[src/rtl/acc_pkg.sv]
// Shared helpers for the access-order tracker: bit counting and width derivation.
package acc_pkg;

  // Widest requester vector the helpers accept; narrower vectors are zero-padded.
  localparam int MAX_NCH = 8;

  function automatic int popcount(input logic [MAX_NCH-1:0] vec);
    int n;
    n = 0;
    for (int i = 0; i < MAX_NCH; i++) begin
      if (vec[i]) n++;
    end
    return n;
  endfunction

  // Number of set bits strictly below position idx.
  function automatic int prefix_offset(input logic [MAX_NCH-1:0] vec, input int idx);
    int n;
    n = 0;
    for (int i = 0; i < MAX_NCH; i++) begin
      if (vec[i] && (i < idx)) n++;
    end
    return n;
  endfunction

  function automatic int id_width(input int nch);
    return (nch > 1) ? $clog2(nch) : 1;
  endfunction

  function automatic int ptr_width(input int depth);
    return $clog2(depth);
  endfunction

endpackage

[src/rtl/acc_push_enc.sv]
// Push encoder: turns the request vector into per-channel slot offsets and a push count.
module acc_push_enc
  import acc_pkg::*;
#(
  parameter int NCH = 2,
  localparam int PW = $clog2(NCH + 1)
) (
  input  logic [NCH-1:0]         push_vec,
  output logic [NCH-1:0][PW-1:0] wr_off,
  output logic [PW-1:0]          npush
);

  logic [MAX_NCH-1:0] vec_pad;

  // Lower channel indices take the earlier slots, so each offset is the count of requesters below it.
  always_comb begin
    vec_pad = '0;
    vec_pad[NCH-1:0] = push_vec;
    npush = PW'(popcount(vec_pad));
    wr_off = '0;
    for (int i = 0; i < NCH; i++) begin
      wr_off[i] = PW'(prefix_offset(vec_pad, i));
    end
  end

endmodule

[src/rtl/acc_order_ctrl.sv]
// Access-order tracker: records channel IDs of pushed entries in arrival order
// and presents the oldest NCH IDs as registered head outputs.
module acc_order_ctrl
  import acc_pkg::*;
#(
  parameter int NCH = 2,
  parameter int DEPTH = 128,
  localparam int IDW = id_width(NCH),
  localparam int AW = ptr_width(DEPTH),
  localparam int PW = $clog2(NCH + 1)
) (
  input  logic               WCLK,
  input  logic               RESET_N,
  input  logic               CLR,
  input  logic [NCH-1:0]     PUSH,
  input  logic [PW-1:0]      POP_NUM,
  output logic [NCH*IDW-1:0] HEAD_ID,
  output logic [NCH-1:0]     HEAD_VLD,
  output logic [AW:0]        COUNT,
  output logic               FULL,
  output logic               EMPTY,
  output logic               OVF_ERR,
  output logic               UDF_ERR
);

  logic [IDW-1:0]         mem_q [DEPTH];
  logic [AW-1:0]          wptr_q, wptr_d, rptr_q, rptr_d;
  logic [AW:0]            count_q, count_d;
  logic                   full_q, full_d, empty_q, empty_d;
  logic                   ovf_q, ovf_d, udf_q, udf_d;
  logic [NCH*IDW-1:0]     head_id_q, head_id_d;
  logic [NCH-1:0]         head_vld_q, head_vld_d;

  logic [NCH-1:0][PW-1:0] wr_off;
  logic [PW-1:0]          npush;
  logic [AW+1:0]          cnt_ext, pop_ext, pops, after_pop, npush_ext;
  logic                   udf_hit, accept;
  logic [NCH-1:0]         wr_en;
  logic [NCH-1:0][AW-1:0] wr_addr, rd_addr;
  logic [NCH-1:0][IDW-1:0] rd_id;

  acc_push_enc #(.NCH(NCH)) u_push_enc (
    .push_vec (PUSH),
    .wr_off   (wr_off),
    .npush    (npush)
  );

  // Pop clamp, all-or-nothing push acceptance, and next pointer/count/error state.
  always_comb begin
    cnt_ext   = {1'b0, count_q};
    pop_ext   = (AW+2)'(POP_NUM);
    npush_ext = (AW+2)'(npush);
    udf_hit   = (pop_ext > cnt_ext);
    pops      = udf_hit ? cnt_ext : pop_ext;
    after_pop = cnt_ext - pops;
    accept    = ((after_pop + npush_ext) <= (AW+2)'(DEPTH));
    wr_en     = '0;
    wr_addr   = '0;
    for (int ch = 0; ch < NCH; ch++) begin
      wr_addr[ch] = wptr_q + AW'(wr_off[ch]);
    end
    if (CLR) begin
      count_d = '0;
      rptr_d  = '0;
      wptr_d  = '0;
      ovf_d   = 1'b0;
      udf_d   = 1'b0;
    end else begin
      count_d = (AW+1)'(after_pop + (accept ? npush_ext : '0));
      rptr_d  = rptr_q + AW'(pops);
      wptr_d  = accept ? (wptr_q + AW'(npush)) : wptr_q;
      ovf_d   = ovf_q | ~accept;
      udf_d   = udf_q | udf_hit;
      wr_en   = accept ? PUSH : '0;
    end
    empty_d = (count_d == '0);
    full_d  = (count_d == (AW+1)'(DEPTH));
  end

  // Next head view; entries written this edge are forwarded so they show one cycle after the push.
  always_comb begin
    rd_addr    = '0;
    rd_id      = '0;
    head_vld_d = '0;
    head_id_d  = '0;
    for (int k = 0; k < NCH; k++) begin
      rd_addr[k] = rptr_d + AW'(k);
      rd_id[k]   = mem_q[rd_addr[k]];
      for (int ch = 0; ch < NCH; ch++) begin
        if (wr_en[ch] && (wr_addr[ch] == rd_addr[k])) rd_id[k] = IDW'(ch);
      end
      head_vld_d[k] = ((AW+1)'(k) < count_d);
      if (head_vld_d[k]) head_id_d[k*IDW +: IDW] = rd_id[k];
    end
  end

  // ID storage; contents need no reset because unoccupied slots are never shown.
  always_ff @(posedge WCLK) begin
    for (int ch = 0; ch < NCH; ch++) begin
      if (wr_en[ch]) mem_q[wr_addr[ch]] <= IDW'(ch);
    end
  end

  // Control and head registers.
  always_ff @(posedge WCLK or negedge RESET_N) begin
    if (!RESET_N) begin
      wptr_q     <= '0;
      rptr_q     <= '0;
      count_q    <= '0;
      full_q     <= 1'b0;
      empty_q    <= 1'b1;
      ovf_q      <= 1'b0;
      udf_q      <= 1'b0;
      head_id_q  <= '0;
      head_vld_q <= '0;
    end else begin
      wptr_q     <= wptr_d;
      rptr_q     <= rptr_d;
      count_q    <= count_d;
      full_q     <= full_d;
      empty_q    <= empty_d;
      ovf_q      <= ovf_d;
      udf_q      <= udf_d;
      head_id_q  <= head_id_d;
      head_vld_q <= head_vld_d;
    end
  end

  assign HEAD_ID  = head_id_q;
  assign HEAD_VLD = head_vld_q;
  assign COUNT    = count_q;
  assign FULL     = full_q;
  assign EMPTY    = empty_q;
  assign OVF_ERR  = ovf_q;
  assign UDF_ERR  = udf_q;

endmodule

[config.mk]
export PLATFORM = sky130hd
export DESIGN_NAME = acc_order_ctrl
export DESIGN_NICKNAME = d
export VERILOG_FILES = /design/src/rtl/acc_pkg.sv /design/src/rtl/acc_push_enc.sv /design/src/rtl/acc_order_ctrl.sv
export SDC_FILE = /design/constraint.sdc
export NUM_CORES = 1
export LEC_CHECK = 0
export ABC_AREA = 1
export BUFFER_PORTS_ARGS = -buffer_cell sky130_fd_sc_hd__clkbuf_2
export CAP_MARGIN = 5
export CORE_MARGIN = 3
export CORE_UTILIZATION = 36
export DETAILED_ROUTE_END_ITERATION = 12
export GPL_ROUTABILITY_DRIVEN = 0
export PLACE_DENSITY_LB_ADDON = 0.15
export SYNTH_ARGS = -nofsm -noshare
export SYNTH_HDL_FRONTEND = slang
export SYNTH_SLANG_ARGS = --single-unit
export TNS_END_PERCENT = 100
[constraint.sdc]
create_clock -name WCLK -period 13.9 [get_ports WCLK]
set_input_delay 0.695 -clock WCLK [delete_from_list [all_inputs] [get_ports WCLK]]
set_output_delay 0.695 -clock WCLK [all_outputs]
set_load 0.005 [all_outputs]
==> flow_summary.yaml <==
place:
  io_buffers: 22
  dp_slack_ns: 7.787
  hpwl_um: 25180
  post-place-cells: 2159
floorplan:
  design.core.area_um2: 29090
  floorplan.die_area_um2: 32090
  core.rowCount: 62
  ios: 23
  start_util_pct: 37.10
  width_of_the_die_um: 179.1
  die_height_um: 179.1
critical_path:
  critical_path.startpoint: "COUNT[1]$_DFF_PN0_"
  worst_setup_path_start_kind: "flip-flop"
  critical_path_fanout_max: 21
  worstReg2RegStart: "COUNT[1]$_DFF_PN0_"
  worstPathArrival_ns: 6.18
  criticalPathCategory: "reg -> reg"
  worst_ep_required_time_ns: 14.26
  worstSetupEndpointType: "flip-flop"
cts:
  cts_setup_buffers: 0
  hold_buffers: 0
  cts-root-to-sink-buffers: 2
  cts_max_level: 4
  clockRootBuffer: "clkbuf_16"
  tritoncts: "built"
  numClockSinks: 158
  number_of_buffers_created_by_cts: 17
  clock_insertion_delay_worst_skew_ns: 0.45
  cts.reportedPaths.clkPinSlew_ns: 0.06
  cts-resized-gates: 0
flow_run:
  reported_max_cap_violation_count: 0
synth:
  avgSynthCellArea_um2: 5.930
  synth_enable_flop_cells: 0
  ys_async_sr_fraction_pct: 18.99
  ys_seq_area_share_pct: 30.71
  ys_types: 40
  ys.flop_type: "dfxtp_1"
  ys.warnings.count: 0
  synth_largest_area_cell: "nand2_1"
  postSynthRegisterBits: 158
  biggest_area_contributors_in_the_synthesized_netlist: "nand2_1 31%, dfxtp_1 24%, nand3_1 15%"
  cells_after_synthesis: 1820
  synth_area_um2: 10790
  yosysTopAreaCellShare_pct: 31.44
timing:
  setup-tns-final_ns: 0
  min_period_over_period_pct: 41.89
  post-route-worst-setup-slack_ns: 8.077
  fin_hold_ws_ns: 0.3218
  worst_pin_slew_ns: 1.195
  timing.clock.skew_ns: 0.01808
  min_period_ns: 5.823
  final_max_slew_viol_count: 0
  fmax_ghz: 0.1717
  rsz0062_at_grt: "no"
  finalHoldViolCount: 0
  final-setup-viol-count: 0
  relSlewSlack_pct: 20.26
drt:
  ant_nets: 0
  vias: 11800
  remaining_drc_errors: 0
  drt_first_pass_iters: 5
  initial_detailed_routing_violation_count: 1386
  routedWlPerCell_um: 18.43
  avgViaCountPerCell: 5.387
  wirelength_um: 40350
grt:
  initial_antenna_violation_count: 0
  grt_overflow_total: 0
  groute.usage.overall_pct: 25.46
  grt_start_max_net_pins: 74
  grt_pass1_wl_um: 62470
  grt_pass1_vias: 10650
run_status:
  run_status: "complete, no violations"
cells_and_area:
  layout_cells_sized_above_1_pct: 6.257
  instances_no_fill: 2190
  antenna-diode-count: 0
  layout.nets: 1826
  area_delta_synth_final_pct: 8.904
pwr:
  power_density_nw_per_um2: 222.6
  vdd_ir_drop_max_uv: 115.8
  power_leakage_uw: 0.005314
hold_path:
  holdCritPathClass: "in -> async"
[path summary, 6_finish.rpt]
check | endpoint | slack [ns] | cells after the start
worst max-delay path | HEAD_ID[1]$_DFF_PN0_ | 8.08 | 25
worst min-delay path | HEAD_VLD[0]$_DFF_PN0_ | 0.32 | 1
worst max register to register | HEAD_ID[1]$_DFF_PN0_ | 8.08 | 25
worst min register to register | mem_q[17]$_DFF_P_ | 0.45 | 2
max in group asynchronous | COUNT[7]$_DFF_PN0_ | 13.09 | 1
min in group WCLK | mem_q[17]$_DFF_P_ | 0.45 | 2
[registers in the layout, indices dropped and copies added (netlist names)]
register,cells
HEAD_ID,2
COUNT,8
FULL,1
OVF_ERR,1
HEAD_VLD,2
mem_q,128
UDF_ERR,1
wptr_q,7
EMPTY,1
rptr_q,7
[cell families after synthesis]
logic type | synth area share (%)
XOR/XNOR | 1.519
buffers and inverters | 7.362
other | 0.03475
AND/OR/NAND/NOR | 53.10
flip-flops | 30.71
adder cells (fa/ha/maj) | 3.246
AO/OA/AOI/OAI | 4.034
[Yosys cell counts, types with 8 or more instances]
cell type	number
a21oi_1	19
buf_2	14
buf_4	11
buf_6	8
clkbuf_1	49
dfrtp_1	29
dfxtp_1	128
ha_1	20
inv_1	85
nand2_1	904
nand3_1	318
nand4_1	11
nor2_1	91
nor2_4	12
nor3_1	10
o211ai_1	19
o21ai_0	30
xor2_1	14
[placed cells by master (no fill, tap or decap), drive strengths merged, types with 20 or more instances in the layout]
cell	count
nand2	913
nand3	320
dfxtp	128
nor2	106
inv	92
clkbuf	41
o21ai	32
dfrtp	29
ha	20
[per-stage QoR]
stage,utilization (%),total power (µW),area [µm²]
floorplan,-,1631,10800
global placement,38.27,2100,11130
detailed placement,38.27,2093,11130
CTS,40.40,2603,11750
global route,40.40,2802,11750
finish,40.40,2617,11750
[layer usage]
metal  part of all wire [%]  up-vias  wire length (µm)  global-route usage (%)
li1                       -     5743                 -                       -
met1                     45     5443             18120                   35.92
met2                     44      534             17910                   40.21
met3                    8.3       77              3348                   3.897
met4                    2.4        0               981                   7.410
met5                      0        -                 0                       0
[layout make-up]
type	instances	area, µm²
fillers	3164	17340
inverters	92	345.3
multi-input cells	1485	6748
clock inverters	12	156.4
flip-flops and latches	158	3314
clock buffers	19	464.2
repair buffers	40	245.2
well taps	384	480.5
[report_power, final]
part	leakage, µW	internal, µW	total (µW)	switching (µW)
clock	0.000301	298	509	211
sequential	0.00142	500	544	44.0
combinational	0.00359	448	1560	1120
[worst max-delay path: stages, from the launching register on]
cell      delay [ns]
dfrtp_1         0.37
inv_1           0.09
ha_1            0.30
a21oi_1         0.07
a21oi_1         0.10
nand4_1         0.16
o21ai_0         0.34
ha_1            0.29
inv_1           0.08
fa_1            0.42
inv_1           0.11
nand2_1         0.08
nand3_1         0.08
buf_4           0.30
nand2_1         0.08
nand2_1         0.73
clkinv_1        0.99
nand2_1         0.31
nand2_1         0.11
nand3_1         0.09
nand3_1         0.08
nand3_1         0.09
nand3_1         0.08
nand2_1         0.10
nand2_1         0.10
a21oi_1         0.15
No activity file was read; power rests on OpenSTA's default activity.
